### src/rtl/uart_pkg.sv
// uart_pkg: shared UART types, frame constants and divider helper
package uart_pkg;
    typedef enum logic [1:0] {IDLE, START, DATA, STOP} tx_state_t;
    localparam int FRAME_BITS = 10;
    localparam int DATA_BITS = 8;
    function automatic int baud_div(input int clk_freq, input int baud);
        return clk_freq / baud;
    endfunction
endpackage

### src/rtl/uart_tx_buffered_if.sv
// uart_tx_buffered_if: valid/ready byte push interface into the transmitter
interface uart_tx_buffered_if;
    import uart_pkg::*;
    logic [DATA_BITS-1:0] data_in;
    logic data_in_valid;
    logic data_in_ready;
    modport master (output data_in, data_in_valid, input data_in_ready);
    modport slave (input data_in, data_in_valid, output data_in_ready);
endinterface

### src/rtl/sync_fifo_byte.sv
// sync_fifo_byte: single-clock byte FIFO, registered read data on pop
module sync_fifo_byte #(
    parameter int DEPTH = 16
) (
    input  logic                     clk,
    input  logic                     rst,
    input  logic                     push,
    input  logic                     pop,
    input  logic [7:0]               din,
    output logic [7:0]               dout,
    output logic                     full,
    output logic                     empty,
    output logic [$clog2(DEPTH):0]   level
);
    localparam int AW = $clog2(DEPTH);
    logic [7:0] mem [DEPTH];
    logic [AW:0] wr_ptr, rd_ptr;
    logic push_ok, pop_ok;

    assign level = wr_ptr - rd_ptr;
    assign empty = wr_ptr == rd_ptr;
    assign full = level == (AW + 1)'(DEPTH);
    assign push_ok = push && !full;
    assign pop_ok = pop && !empty;

    // storage array, written on accepted pushes only
    always_ff @(posedge clk)
        if (push_ok) mem[wr_ptr[AW-1:0]] <= din;

    // pointers carry an extra wrap bit so full and empty are distinguishable
    always_ff @(posedge clk or posedge rst)
        if (rst) begin
            wr_ptr <= '0;
            rd_ptr <= '0;
            dout <= '0;
        end else begin
            if (push_ok) wr_ptr <= wr_ptr + 1'b1;
            if (pop_ok) begin
                rd_ptr <= rd_ptr + 1'b1;
                dout <= mem[rd_ptr[AW-1:0]];
            end
        end
endmodule

### src/rtl/uart_tx_buffered.sv
// uart_tx_buffered: FIFO-fed 8N1 serial transmitter, LSB first
module uart_tx_buffered
    import uart_pkg::*;
#(
    parameter int CLK_FREQ = 50_000_000,
    parameter int BAUD_RATE = 115200,
    parameter int FIFO_DEPTH = 16
) (
    input  logic                          clk,
    input  logic                          rst,
    uart_tx_buffered_if.slave             in_if,
    output logic                          uart_tx,
    output logic                          tx_busy,
    output logic [$clog2(FIFO_DEPTH):0]   fifo_level
);
    localparam int BAUD_DIV = baud_div(CLK_FREQ, BAUD_RATE);
    localparam int CW = $clog2(BAUD_DIV);
    localparam int BW = $clog2(DATA_BITS);

    tx_state_t state, state_nx;
    logic [CW-1:0] baud_cnt;
    logic [BW-1:0] bit_idx;
    logic [DATA_BITS-1:0] shift, fifo_dout;
    logic fifo_full, fifo_empty, push, pop, baud_end, last_bit, tx_nx;

    assign in_if.data_in_ready = !fifo_full;
    assign push = in_if.data_in_valid && in_if.data_in_ready;
    assign baud_end = baud_cnt == CW'(BAUD_DIV - 1);
    assign last_bit = bit_idx == BW'(DATA_BITS - 1);

    sync_fifo_byte #(.DEPTH(FIFO_DEPTH)) u_fifo (
        .clk   (clk),
        .rst   (rst),
        .push  (push),
        .pop   (pop),
        .din   (in_if.data_in),
        .dout  (fifo_dout),
        .full  (fifo_full),
        .empty (fifo_empty),
        .level (fifo_level)
    );

    // state register
    always_ff @(posedge clk or posedge rst)
        if (rst) state <= IDLE;
        else state <= state_nx;

    // next state: stop bit chains straight into the next start when data waits
    always_comb begin
        state_nx = state;
        case (state)
            IDLE:  state_nx = fifo_empty ? IDLE : START;
            START: state_nx = baud_end ? DATA : START;
            DATA:  state_nx = (baud_end && last_bit) ? STOP : DATA;
            STOP:  state_nx = !baud_end ? STOP : (fifo_empty ? IDLE : START);
            default: state_nx = IDLE;
        endcase
    end

    // outputs: FIFO pop request and next line level
    always_comb begin
        pop = !fifo_empty && (state == IDLE || (state == STOP && baud_end));
        tx_nx = state == START ? 1'b0 : state == DATA ? shift[0] : 1'b1;
    end

    // baud counter, bit index and shift register; the popped byte is
    // latched from the FIFO read register at the end of the start bit
    always_ff @(posedge clk or posedge rst)
        if (rst) begin
            baud_cnt <= '0;
            bit_idx <= '0;
            shift <= '0;
        end else begin
            baud_cnt <= (state == IDLE || baud_end) ? '0 : baud_cnt + 1'b1;
            if (state == START && baud_end) begin
                bit_idx <= '0;
                shift <= fifo_dout;
            end else if (state == DATA && baud_end) begin
                bit_idx <= bit_idx + 1'b1;
                shift <= shift >> 1;
            end
        end

    // registered line and busy flag, both lag the FSM by one cycle
    always_ff @(posedge clk or posedge rst)
        if (rst) begin
            uart_tx <= 1'b1;
            tx_busy <= 1'b0;
        end else begin
            uart_tx <= tx_nx;
            tx_busy <= state != IDLE || !fifo_empty;
        end
endmodule

### src/flat_wrapper.sv
// flat-port wrapper written by rule: the top's interface ports become plain ports
module uart_tx_buffered_flat import uart_pkg::*;
#(
    parameter int CLK_FREQ = 50_000_000,
    parameter int BAUD_RATE = 115200,
    parameter int FIFO_DEPTH = 16
)
  (clk, rst, uart_tx, tx_busy, fifo_level, in_if_data_in, in_if_data_in_valid, in_if_data_in_ready);
  uart_tx_buffered_if in_if_i ();
  input  logic clk;
  input  logic rst;
  output logic uart_tx;
  output logic tx_busy;
  output logic [$clog2(FIFO_DEPTH):0] fifo_level;
  input wire logic [$bits(in_if_i.data_in)-1:0] in_if_data_in;
  input wire logic [$bits(in_if_i.data_in_valid)-1:0] in_if_data_in_valid;
  output wire logic [$bits(in_if_i.data_in_ready)-1:0] in_if_data_in_ready;
  assign in_if_i.data_in = in_if_data_in;
  assign in_if_i.data_in_valid = in_if_data_in_valid;
  assign in_if_data_in_ready = in_if_i.data_in_ready;
  uart_tx_buffered #(.CLK_FREQ(CLK_FREQ), .BAUD_RATE(BAUD_RATE), .FIFO_DEPTH(FIFO_DEPTH)) u_core (.clk(clk), .rst(rst), .in_if(in_if_i), .uart_tx(uart_tx), .tx_busy(tx_busy), .fifo_level(fifo_level));
endmodule
### config.mk
export PLATFORM = sky130hd
export DESIGN_NAME = uart_tx_buffered_flat
export DESIGN_NICKNAME = d
export VERILOG_FILES = /design/src/rtl/uart_pkg.sv /design/src/rtl/uart_tx_buffered_if.sv /design/src/rtl/sync_fifo_byte.sv /design/src/rtl/uart_tx_buffered.sv /design/src/flat_wrapper.sv
export SDC_FILE = /design/constraint.sdc
export NUM_CORES = 1
export LEC_CHECK = 0
export BUFFER_PORTS_ARGS = -buffer_cell sky130_fd_sc_hd__buf_2
export CORE_MARGIN = 2
export CORE_UTILIZATION = 40
export CTS_CLUSTER_SIZE = 12
export DETAILED_ROUTE_END_ITERATION = 6
export PLACE_DENSITY = 0.59
export RECOVER_POWER = 100
export SLEW_MARGIN = 0
export SYNTH_ARGS = -nofsm -noshare
export SYNTH_HDL_FRONTEND = slang
export SYNTH_SLANG_ARGS = --single-unit
### constraint.sdc
create_clock -name clk -period 5.86 [get_ports clk]
set_input_delay 0.293 -clock clk [delete_from_list [all_inputs] [get_ports clk]]
set_output_delay 0.293 -clock clk [all_outputs]
set_load 0.005 [all_outputs]
== After elaboration in Yosys (flattened, before gate mapping) ==
Memories as Yosys holds them, arrays and structs flattened. A register that Yosys moved wholly into a read port is not among the register bits.
Cells that the tools add are included.

* RAM bits: 128
* Input bits: 11
* Output and inout bits: 8
* Flip-flop bits (word level): 34
* Logic and storage cells: 51
* Memories: 1

{| class="wikitable"
|+ Memory list
! memory !! depth !! width !! rd ports !! clocked after memory_dff !! write ports !! line !! source
|-
| u_core.u_fifo.mem || 16 || 8 || 1 || 1 || 1 || sync_fifo_byte.sv:16 || <nowiki>logic [7:0] mem [DEPTH];</nowiki>
|}

* Equality and inequality tests: 7
* Reduce and logical (&&, ||, !) cells: 16
* Multiplexer cells: 14
* Add/sub/neg operators: 5

{| class="wikitable"
|+ Operators with widths
! cell !! number
|-
| 8-bit 2-to-1 mux || 2
|-
| 5-bit by 1-bit adder with 5-bit output, second input constant || 2
|-
| 9-bit by 1-bit adder with 9-bit output, second input constant || 1
|-
| 9-bit equality test, second input constant || 1
|-
| 9-bit 2-to-1 mux || 1
|-
| 1-bit logical AND || 8
|-
| 2-bit case mux with 4 select lines || 1
|-
| 1-bit 2-to-1 mux || 6
|-
| 3-bit 2-to-1 mux || 2
|-
| 5-bit equality test || 1
|-
| 5-bit equality test, second input constant || 1
|-
| 5-bit subtractor || 1
|-
| 2-bit equality test, second input constant || 2
|-
| 2-bit 2-to-1 mux || 2
|-
| 2-bit nonzero test || 2
|-
| 3-bit by 1-bit adder with 3-bit output, second input constant || 1
|-
| 3-bit equality test, second input constant || 1
|-
| 1-bit logical OR || 3
|-
| 2-bit by 1-bit equality test with 1-bit output, second input constant || 1
|-
| 1-bit zero test || 2
|-
| 2-bit zero test || 1
|}

== Longest topological paths before layout ==
Gate-level depths: netlist of run 1.

* Depth in word-level cells: 7
* Mapped depth: 10
* Depth with buffers taken out: 9

== Hierarchy ==
A second synthesis of run 1 with hierarchy kept.

* Cells, all modules: 438
* Area, all modules: 7181.9 um^2

{| class="wikitable"
|+ Modules (own cells, without submodules)
! module !! area each (um^2) !! seq. area each (um^2) !! cells each !! times used
|-
| sync_fifo_byte || 5863.1 || 4294.1 || 301 || 1
|-
| uart_tx_buffered || 1318.8 || 601.8 || 137 || 1
|}

== Worst setup path before layout of run 1 ==
No wires, ideal clock.

* Path type: flip-flop to flip-flop
* Start: reg u_core.u_fifo.rd_ptr[1]
* End: mem u_core.u_fifo.mem[3][0] (enable)
* Required time: 5.477 ns
* Setup time: 0.383 ns
* Clock period less this slack: 2.881 ns
* Stages on the path, launching flop included: 10
* Path buffers: 2
* Setup slack: 2.979 ns
* Arrival time: 2.498 ns
* Cells stage by stage: dfrtp_1 > buf_2 > buf_2 > inv_1 > fa_1 > xor2_1 > nor3_1 > o2111ai_2 > nand3_1 > nor3_1

* Word-level cells in the longest chain between the ends: 7

{| class="wikitable"
|+ RTL lines
! item !! line !! source
|-
| from (decl) || sync_fifo_byte.sv:17 || <nowiki>logic [AW:0] wr_ptr, rd_ptr;</nowiki>
|-
| from (signal assigned) || sync_fifo_byte.sv:39 || <nowiki>rd_ptr <= rd_ptr + 1'b1;</nowiki>
|-
| 5-bit subtractor (*) || sync_fifo_byte.sv:20 || <nowiki>assign level = wr_ptr - rd_ptr;</nowiki>
|-
| via fifo_level[2] || flat_wrapper.sv:14 || <nowiki>output logic [$clog2(FIFO_DEPTH):0] fifo_level;</nowiki>
|-
| 5-bit equality test (*) || sync_fifo_byte.sv:22 || <nowiki>assign full = level == (AW + 1)'(DEPTH);</nowiki>
|-
| 1-bit zero test (*) || uart_tx_buffered.sv:26 || <nowiki>assign in_if.data_in_ready = !fifo_full;</nowiki>
|-
| via in_if_data_in_ready || flat_wrapper.sv:17 || <nowiki>output wire logic [$bits(in_if_i.data_in_ready)-1:0] in_if_data_in_ready;</nowiki>
|-
| 1-bit logical AND || uart_tx_buffered.sv:27 || <nowiki>assign push = in_if.data_in_valid && in_if.data_in_ready;</nowiki>
|-
| 1-bit logical AND (*) || sync_fifo_byte.sv:23 || <nowiki>assign push_ok = push && !full;</nowiki>
|-
| 1-bit 2-to-1 mux (*) || sync_fifo_byte.sv:28 || <nowiki>if (push_ok) mem[wr_ptr[AW-1:0]] <= din;</nowiki>
|-
| 1-bit 2-to-1 mux (not written as such) (*) || sync_fifo_byte.sv:28 ||
|-
| to (decl) || sync_fifo_byte.sv:16 ||
|}

Mark *: on every way through the listed nets, which the timed path passes. The rest lies on a longest branch.

== Worst setup path in the final report of run 1 ==
* Start: reg u_core.u_fifo.rd_ptr[1]
* End: mem u_core.u_fifo.mem[0][2] (enable)

* Word-level cells in the longest chain between the ends: 7

{| class="wikitable"
|+ RTL lines
! item !! line
|-
| 5-bit subtractor (*) || sync_fifo_byte.sv:20
|-
| 5-bit equality test (*) || sync_fifo_byte.sv:22
|-
| 1-bit zero test (*) || sync_fifo_byte.sv:23, uart_tx_buffered.sv:26
|-
| 1-bit logical AND || uart_tx_buffered.sv:27
|-
| 1-bit logical AND (*) || sync_fifo_byte.sv:23
|-
| 1-bit 2-to-1 mux (*) || sync_fifo_byte.sv:28
|-
| 1-bit 2-to-1 mux (not written as such) (*) || sync_fifo_byte.sv:28
|}

Every way passes the cells marked *; elsewhere a longest branch is shown, timed or not.

==> results of run 1 <==
## through the flow
stage	instances	setup slack, ps	hold slack (ps)	area [sq um]	utilization (%)
final	693	1810	237	8000	45.9
after CTS	693	2170	3.42	8030	46.1
after floorplan	434	2980	392	7170	-
after global routing	693	1580	248	8000	45.9
after detailed placement	661	2160	463	7460	42.8
after global placement	661	2400	469	7460	42.8
## metal layers
metal / up-vias / global-route usage, %
li1: 1731 / -
met1: 1950 / 22.9
met2: 109 / 24.2
met3: 14 / 4.71
met4: 0 / 5.90
met5: - / 0
## cell usage after synthesis, types with 5 or more instances
| cell type | n | area share [%] |
|---|---|---|
| edfxtp_1 | 128 | 54 |
| dfrtp_1 | 41 | 14 |
| mux4_2 | 32 | 10 |
| nand2_1 | 30 | 1.6 |
| nor2_1 | 28 | 1.5 |
| a22oi_1 | 16 | 1.7 |
| ha_1 | 13 | 2.3 |
| inv_1 | 12 | 0.63 |
| xnor2_1 | 12 | 1.5 |
| nand3_1 | 11 | 0.77 |
| clkbuf_1 | 9 | 0.47 |
| nand2b_1 | 9 | 0.79 |
| mux2_2 | 8 | 1.3 |
| o22a_1 | 8 | 0.98 |
| o221a_2 | 7 | 1.1 |
| o31ai_1 | 7 | 0.73 |
| nor3_1 | 6 | 0.42 |
| xor2_1 | 5 | 0.61 |
## kinds of logic after synthesis
logic type	count (synthesis)	share of synthesized area [%]
muxes	42	11.6
and+or+nand+nor	101	6.86
DFF	170	68.3
AOI/OAI and AO/OA	58	6.42
buffers and inverters	32	2.22
xor gates and xnor gates	17	2.08
adders and majority gates	14	2.55
## final cells by class
type                    count  area (sq um)
clock buffers              21           460
inverters                  12          45.0
repair buffers             22          98.8
multi-input cells         232          2110
fillers                  1515          9420
clock inverters            11           113
flip-flops and latches    170          4900
well taps                 225           282
## final timing paths
path | endpoint | startpoint | depth (start not counted) | slack, ps
max in group asynchronous | u_core.u_fifo.rd_ptr[0] | rst | 3 | 3560
max reg2reg | u_core.u_fifo.mem[0][2] | u_core.u_fifo.rd_ptr[1] | 8 | 1810
min reg2reg | u_core.u_fifo.wr_ptr[4] | u_core.u_fifo.wr_ptr[4] | 1 | 490
min in group asynchronous | u_core.u_fifo.wr_ptr[1] | rst | 3 | 750
max | u_core.u_fifo.mem[0][2] | u_core.u_fifo.rd_ptr[1] | 8 | 1810
min | u_core.u_fifo.wr_ptr[3] | in_if_data_in_valid | 3 | 240
## worst max-delay path: cells and delay by family, from the launching register on
kind                       cells  cell delay [ps]
adders and majority gates      1              350
and+or+nand+nor                4             1660
DFF                            1              330
buffers and inverters          2              640
AOI/OAI and AO/OA              1              680
## power groups by stage
stage | logic (mW) | clock network (mW) | registers, mW
after global routing | 1.25 | 1.14 | 1.62
after CTS | 1.16 | 1.09 | 1.60
final | 1.13 | 1.07 | 1.60
after floorplan | 0.867 | 0 | 1.57
after global placement | 1.13 | 0 | 1.61
after detailed placement | 1.15 | 0 | 1.62
## sequential cells by signal (all words and copies together), names as in the netlist
| name | flops |
|---|---|
| u_core.u_fifo.wr_ptr | 5 |
| u_core.u_fifo.mem | 128 |
| u_core.u_fifo.dout | 8 |
| u_core.uart_tx | 1 |
| u_core.tx_busy | 1 |
| u_core.bit_idx | 3 |
| u_core.shift | 8 |
| u_core.baud_cnt | 9 |
| u_core.u_fifo.rd_ptr | 5 |
| u_core.state | 2 |
## placed cells by master, fill, tap and decap left out, types with 6 or more instances in the layout
| cell type | netlist | final |
|---|---|---|
| a22oi_1 | 16 | 16 |
| clkbuf_1 | 9 | 17 |
| clkbuf_16 | 0 | 17 |
| dfrtp_1 | 41 | 40 |
| edfxtp_1 | 128 | 128 |
| ha_1 | 13 | 13 |
| inv_1 | 12 | 12 |
| mux2_2 | 8 | 8 |
| mux4_2 | 32 | 32 |
| nand2_1 | 30 | 30 |
| nand2b_1 | 9 | 9 |
| nand3_1 | 11 | 11 |
| nor2_1 | 28 | 28 |
| nor3_1 | 6 | 6 |
| o221a_2 | 7 | 7 |
| o22a_1 | 8 | 8 |
| o31ai_1 | 7 | 7 |
| xnor2_1 | 12 | 12 |
==> reports/metrics.cfg, run 1 <==
[outcome]
status = finished with violations
violations = capacitance limit, slew limit

[pwr]
switching_share_pct = 32.1
fin_total_pwr_mw = 3.80
ir_drop_v = 0.000262
p_comb_share_pct = 29.8
p_per_area_nw_per_um2 = 475
leakage_nw = 2.80
p_sw_mw = 1.22
power_frac_clock_pct = 28.1
p_int_mw = 2.58
seq_power_share_pct = 42.1

[worst_setup_path]
worstPathRequired_ps = 5890
end_kind = flip-flop
worst_ep_arrival_time_ps = 4090
cp_cell_sequence = buf_4, inv_1, ha_1, nand3b_1, and3b_1, o2111ai_1, nand3_1, nor3_1
cp_max_fo = 35
cp-start-kind = flip-flop
worstSetupPathType = reg -> reg
critPathMaxStageDelay_ps = 990
critPathSlowestCell = nor3_1

[sta]
finalSetupViolCount = 0
fin_skew_ps = 10.1
slew-limit-headroom_pct = -60.6
fmax_ghz = 0.247
worstMarginPinSlew_ps = 2410
rsz0062_at_grt = no
period_minus_slack_ps = 4050
tns_ps = 0
drv_slew = 43
fin_crit_sh_pct = 69.2
hold_violations = 0

[floorplanning]
ios = 19
die_h_um = 138
start_util_pct = 41.2
die-area_sq_um = 19000
row_count = 48
coreArea_sq_um = 17400
die_w_um = 138

[yosys]
postSynthRegisterBits = 170
ys_seq_area_share_pct = 68.3
syn_inst = 434
yosys_warnings = 0
synthArstFlopShare_pct = 24.7
syn_area_per_cell_sq_um = 16.5
synth_cell_types = 45
synth_edf_count = 128
synth_ff_type = edfxtp_1
syn_area_sq_um = 7170
syn-num-nets = 459

[placement]
dp_hpwl_mm = 9.14
gp_congestion = 0.820
io_buffers = 18

[flow_run]
max_cap_violations = 1

[route]
antenna_left = 0
drt-total-wl_mm = 14.3
wl_met2_mm = 6.87
topRoutingLayerUsed = met4
dr.pass1.iters = 4
wl_met1_mm = 6.32
post_drt_wl_per_cell_um = 20.6
first_iter_violations = 258
viasPerCell = 5.49
vias = 3804
wl_met3_um = 924
drc = 0

[grt]
grt_pass1_vias = 3822
grt_max_degree = 43
grt_overflow = 0
grt_pass1_wl_mm = 22.1
track_usage_pct = 16.3
antenna_found_initial = 0

[finish]
fin_nets = 480
drive_above_1_share_pct = 18.6
syn_to_final_growth_pct = 11.6
antenna_cells = 0

[clock_network]
clk_pin_slew_ps = 70
cts_tree = built
cts.hold.buffers_added = 0
ctsResizeCount = 0
numCtsBuffers = 17
cts-root-buf = clkbuf_16
numClockSinks = 170
clk_latency_ps = 420
post_cts_buffers = 0
htree_levels = 4
clk_path_buf_depth = 2

[hold_path]
min_path_type = in -> reg

Power figures use the tool's default switching activity.
==> inputs of run 2 (changes only) <==
PLACE_DENSITY = 0.61   (was 0.59)
clock period = 3.59 ns   (was 5.86 ns; I/O delays follow)
==> run 2 against run 1 <==
The run still ends with capacitance limit, slew limit left. Setup slack got worse by 1400 ps. First-iteration DRC count rose by 29%. Flip-flop and latch count did not move. Die area did not move. Power rose by 63%. Register-to-register slack got worse by 1400 ps. Core utilization rose by 0.086 points.
==> reports/metrics.cfg, run 2 (synthesis gave the netlist of run 1 again) <==
[clock_network]
clk_path_buf_depth = 2  ; unchanged
numClockSinks = 170  ; unchanged
htree_levels = 4  ; unchanged
cts_tree = built
cts-root-buf = clkbuf_16
numCtsBuffers = 17  ; unchanged
clk_latency_ps = 430  ; about the same
clk_pin_slew_ps = 70  ; about the same

[worst_setup_path]
worstSetupPathType = reg -> reg
critPathMaxStageDelay_ps = 940  ; -50 ps
worst_ep_arrival_time_ps = 3250  ; -840 ps
critPathSlowestCell = nor3_1
cp_max_fo = 8  ; -77%
cp_cell_sequence = inv_1, ha_1, inv_1, fa_1, xor2_1, nor3_1, o2111ai_2, nand3_1, nor3_1
cp-start-kind = flip-flop
r2r_slack_ps = 380  ; -1420 ps
worstPathRequired_ps = 3630  ; -2260 ps
end_kind = flip-flop

[route]
drc = 0  ; unchanged
post_drt_wl_per_cell_um = 20.3  ; -1.4%
vias = 3812  ; +0.21%
first_iter_violations = 332  ; +29%
wl_met1_mm = 6.57  ; +4.1%
antenna_left = 0  ; unchanged
dr.pass1.iters = 5  ; +1
wl_met3_um = 838  ; -9.3%
wl_met2_mm = 6.64  ; -3.4%
drt-total-wl_mm = 14.2  ; -0.85%
topRoutingLayerUsed = met4
viasPerCell = 5.47  ; -0.36%

[floorplanning]
die_h_um = 138  ; unchanged
coreArea_sq_um = 17400  ; unchanged
die-area_sq_um = 19000  ; unchanged
row_count = 48  ; unchanged
ios = 19  ; unchanged
die_w_um = 138  ; unchanged
start_util_pct = 41.2  ; unchanged

[pwr]
ir_drop_v = 0.000463  ; +77%
leakage_nw = 2.81  ; +0.50%
p_per_area_nw_per_um2 = 773  ; +63%

[flow_run]
max_cap_violations = 1  ; unchanged

[sta]
fin_skew_ps = 7.58  ; -2.52 ps
fin_crit_sh_pct = 89.4  ; +20 points
rsz0062_at_grt = no
drv_slew = 32  ; -26%
finalSetupViolCount = 0  ; unchanged
setup_slack_ps = 381  ; -1420 ps
fmax_ghz = 0.312  ; +26%
period_minus_slack_ps = 3210  ; -845 ps
slew-limit-headroom_pct = -10.7  ; +50 points
tns_ps = 0  ; unchanged
hold_violations = 0  ; unchanged
worstMarginPinSlew_ps = 1660  ; -750 ps

[placement]
gp_congestion = 0.806  ; -1.8%
io_buffers = 18  ; unchanged
post-place-ws_ps = 351  ; -1810 ps
dp_hpwl_mm = 9.47  ; +3.7%

[grt]
grt_overflow = 0  ; unchanged
grt_pass1_vias = 3882  ; +1.6%
antenna_found_initial = 0  ; unchanged
track_usage_pct = 15.9  ; -0.39 points
grt_pass1_wl_mm = 21.9  ; -0.69%
grt_max_degree = 36  ; -16%

[finish]
antenna_cells = 0  ; unchanged
largest_reg_flops = 128  ; unchanged
n_fill_cell = 1516  ; +0.066%
final_cell_mix = 128 x edfxtp_1, 40 x dfrtp_1, 32 x mux4_2, 30 x nand2_1, 28 x nor2_1
final_common_cell = edfxtp_1
drive_above_1_share_pct = 18.9  ; +0.27 points
syn_to_final_growth_pct = 11.8
fin_nets = 484  ; +0.83%

[outcome]
status = finished with violations
violations = capacitance limit, slew limit

[hold_path]
min_path_type = in -> reg

==> run 2: final timing paths <==
path                                              start                       to  cells after the start
worst max-delay path            u_core.u_fifo.wr_ptr[0]  u_core.u_fifo.mem[3][0]                      9
worst min-delay path                in_if_data_in_valid  u_core.u_fifo.wr_ptr[3]                      3
worst max register to register  u_core.u_fifo.wr_ptr[0]  u_core.u_fifo.mem[3][0]                      9
worst min register to register       u_core.baud_cnt[0]       u_core.baud_cnt[0]                      1
max in group asynchronous                           rst  u_core.u_fifo.rd_ptr[0]                      4
min in group asynchronous                           rst          u_core.shift[5]                      3
==> run 2: area by class of cell <==
type	instances	area, sq um	area share, %
clock buffers	17	425	5.31
well taps	225	282	3.51
clock inverters	15	148	1.84
inverters	12	45.0	0.562
repair buffers	26	123	1.53
multi-input cells	232	2100	26.2
flip-flops and latches	170	4900	61.1
==> run 2: worst max-delay path, delay by kind of cell, from the launching register on <==
kind / cells / cell delay [ps]
adders and majority gates: 2 / 570
and+or+nand+nor: 3 / 1270
xor gates and xnor gates: 1 / 220
buffers and inverters: 2 / 190
DFF: 1 / 440
AOI/OAI and AO/OA: 1 / 140
==> run 2: through the flow <==
step           hold WS (ps)  instances  instance area (sq um)  utilization [%]  total power [mW]
2_1_floorplan           278        434                   7170                -              3.98
3_3_place_gp            209        664                   7480             43.0              4.50
3_5_place_dp            217        664                   7480             43.0              4.54
4_1_cts                76.2        697                   8070             46.3              6.29
5_1_grt                 120        697                   8020             46.0              6.52
6_report                101        697                   8020             46.0              6.19
==> run 2: layer usage <==
layer / vias to the layer above / global-route usage (%)
met2: 107 / 23.8
li1: 1742 / -
met4: 0 / 5.50
met1: 1953 / 22.4
met3: 10 / 4.50
met5: - / 0
==> run 2: where the power goes <==
part / internal, mW / switching (mW)
Clock: 0.926 / 0.822
Combinational: 0.795 / 1.05
Sequential: 2.42 / 0.176
Total: 4.14 / 2.05
==> run 2: what timing repair did <==
action	CTS	global route
hold endpoints to repair	10	0
gates resized for setup	0	0
hold buffers	1	0
setup buffers	0	0
==> inputs of run 3 (changes only) <==
CORE_MARGIN = not set   (was 2)
==> run 3 against run 2 <==
The flow still finishes with violations (capacitance limit, slew limit). Core utilization down 0.11 points. Power shrank 0.43%. Sequential power barely moved. Largest cell class unchanged. Via count grew 1.2%. Count of clock-buffer cells in the layout did not move. Non-clock buffer count down 1. First-iteration DRC count grew 4.8%. Clock power shrank 3%. Register-to-register slack worse by 50 ps. Routed wire length is 1.8% higher. Clock skew decreased by 2.7 ps. Combinational power about the same.
==> reports/metrics.cfg, run 3 (synthesis gave the netlist of run 1 again) <==
[route]
dr.pass1.iters = 5  ; unchanged
first_iter_violations = 348  ; +4.8%
drc = 0  ; unchanged
drt-total-wl_mm = 14.4  ; +1.8%
antenna_left = 0  ; unchanged
viasPerCell = 5.54  ; +1.3%
post_drt_wl_per_cell_um = 20.7  ; +1.9%
vias = 3856  ; +1.2%

[pwr]
p_sw_mw = 2.05  ; -0.25%
fin_total_pwr_mw = 6.17  ; -0.43%
p_comb_share_pct = 30.5  ; +0.6 points
seq_power_share_pct = 42.1  ; +0.2 points
leakage_nw = 2.79  ; -0.85%
p_int_mw = 4.12  ; -0.52%
p_per_area_nw_per_um2 = 771  ; -0.20%
ir_drop_v = 0.000436  ; -5.7%
power_frac_clock_pct = 27.4  ; -0.8 points
switching_share_pct = 33.2  ; +0.060 points

[finish]
largest_reg_flops = 128  ; unchanged
antenna_cells = 0  ; unchanged
final_cell_mix = 128 x edfxtp_1, 40 x dfrtp_1, 32 x mux4_2, 30 x nand2_1, 28 x nor2_1
final_common_cell = edfxtp_1
syn_to_final_growth_pct = 11.5
drive_above_1_share_pct = 18.9  ; +0.040 points
fin_nets = 483  ; -0.21%
design_area_sq_um = 8000  ; -0.23%

[worst_setup_path]
cp_cell_sequence = inv_1, ha_1, inv_1, fa_1, xor2_1, nor3_1, o2111ai_2, nand3_1, nor3_1
end_kind = flip-flop
worstPathRequired_ps = 3630  ; about the same
rr_worst_depth = 9  ; unchanged
timing.rr.end = u_core.u_fifo.mem[1][3]
endpoint = u_core.u_fifo.mem[1][3]
worstSetupPathType = reg -> reg
cp-start-kind = flip-flop
cp_max_fo = 8  ; unchanged
r2r_slack_ps = 330  ; -50 ps
cp-startpoint = u_core.u_fifo.wr_ptr[0]
worst_ep_arrival_time_ps = 3300  ; +50 ps
critPathSlowestCell = nor3_1
rr_startpoint = u_core.u_fifo.wr_ptr[0]
critPathMaxStageDelay_ps = 960  ; +20 ps

[floorplanning]
coreArea_sq_um = 17400  ; unchanged
die_w_um = 136  ; -1.5%
start_util_pct = 41.2  ; unchanged
ios = 19  ; unchanged
row_count = 48  ; unchanged
die-area_sq_um = 18500  ; -2.9%
die_h_um = 136  ; -1.5%

[sta]
finalSetupViolCount = 0  ; unchanged
drv_slew = 43  ; +34%
fin_crit_sh_pct = 90.8  ; +1.4 points
rsz0062_at_grt = no
slew-limit-headroom_pct = -52.9  ; -42 points
tns_ps = 0  ; unchanged
fin_skew_ps = 4.88  ; -2.70 ps
fmax_ghz = 0.307  ; -1.6%
hold_violations = 0  ; unchanged
period_minus_slack_ps = 3260  ; +51.9 ps
worstMarginPinSlew_ps = 2290  ; +634 ps

[clock_network]
htree_levels = 4  ; unchanged
cts_tree = built
clk_pin_slew_ps = 70  ; about the same
numCtsBuffers = 17  ; unchanged
clk_path_buf_depth = 2  ; unchanged
numClockSinks = 170  ; unchanged
cts-root-buf = clkbuf_16
post_cts_buffers = 0  ; unchanged
clk_latency_ps = 420  ; about the same

[placement]
gp_congestion = 0.819  ; +1.7%
io_buffers = 18  ; unchanged
place_area_sq_um = 7470  ; -0.10%
dp_hpwl_mm = 9.37  ; -1.1%

[hold_path]
min_path_type = in -> reg

[grt]
grt_overflow = 0  ; unchanged
grt_pass1_wl_mm = 22.5  ; +2.7%
track_usage_pct = 17.0  ; +1.1 points
grt_max_degree = 43  ; +19%
antenna_found_initial = 0  ; unchanged
grt_pass1_vias = 3847  ; -0.90%

[outcome]
violations = capacitance limit, slew limit
status = finished with violations

[flow_run]
max_cap_violations = 1  ; unchanged

[run 3: critical path, delay by kind of cell, from the launching register on]
family | cells | cell delay [ps]
compound gates | 1 | 160
flops | 1 | 430
fa+ha+maj | 2 | 580
buf+inv | 2 | 180
simple gates | 3 | 1280
xor+xnor | 1 | 220
[run 3: repair_timing]
action | 4_1_cts | 5_1_grt
endpoints found under the hold margin | 41 | 0
setup endpoints to repair | 0 | 0
hold buffers | 1 | 0
gates resized for setup | 0 | 0
[run 3: stage by stage]
step / utilization, % / setup WS, ps / hold WS (ps) / cells
finish: 45.9 / 329 / 102 / 696
global route: 45.9 / 121 / 102 / 696
CTS: 46.1 / 347 / 84.5 / 696
detailed placement: 42.9 / 360 / 350 / 663
global placement: 42.9 / 544 / 352 / 663
floorplan: - / 709 / 278 / 434
[run 3: power groups by stage]
stage          Combinational, mW  Sequential (mW)  Clock, mW
2_1_floorplan               1.41             2.57          0
3_3_place_gp                1.88             2.62          0
3_5_place_dp                1.92             2.64          0
4_1_cts                     1.93             2.60       1.72
5_1_grt                     2.06             2.63       1.79
6_report                    1.88             2.60       1.69
[run 3: how the worst min path moves through the flow]
stage | cells after the start | end | startpoint | slack (ps)
6_report | 3 | u_core.u_fifo.wr_ptr[3] | in_if_data_in_valid | 100
5_1_grt | 3 | u_core.u_fifo.wr_ptr[3] | in_if_data_in_valid | 100
4_1_cts | 3 | u_core.u_fifo.wr_ptr[3] | in_if_data_in_valid | 80
3_5_place_dp | 3 | u_core.u_fifo.wr_ptr[1] | rst | 350
3_3_place_gp | 3 | u_core.u_fifo.wr_ptr[1] | rst | 350
2_1_floorplan | 0 | u_core.u_fifo.mem[0][0] | in_if_data_in[0] | 280
[run 3: per-layer routing]
metal  global-route usage (%)  vias up  part of all wire, %
met3                     4.44       19                  5.6
li1                         -     1731                    -
met4                     6.17        0                  1.5
met5                        0        -                    0
met1                     25.0     1996                   47
met2                     24.1      110                   46
[run 3: layout make-up]
cell class,count,area (sq um)
Clock inverter,15,119
Clock buffer,17,425
Inverter,12,45.0
Timing Repair Buffer,25,118
Fill cell,1498,9420
Sequential cell,170,4900
Multi-Input combinational cell,232,2110
Tap cell,225,282
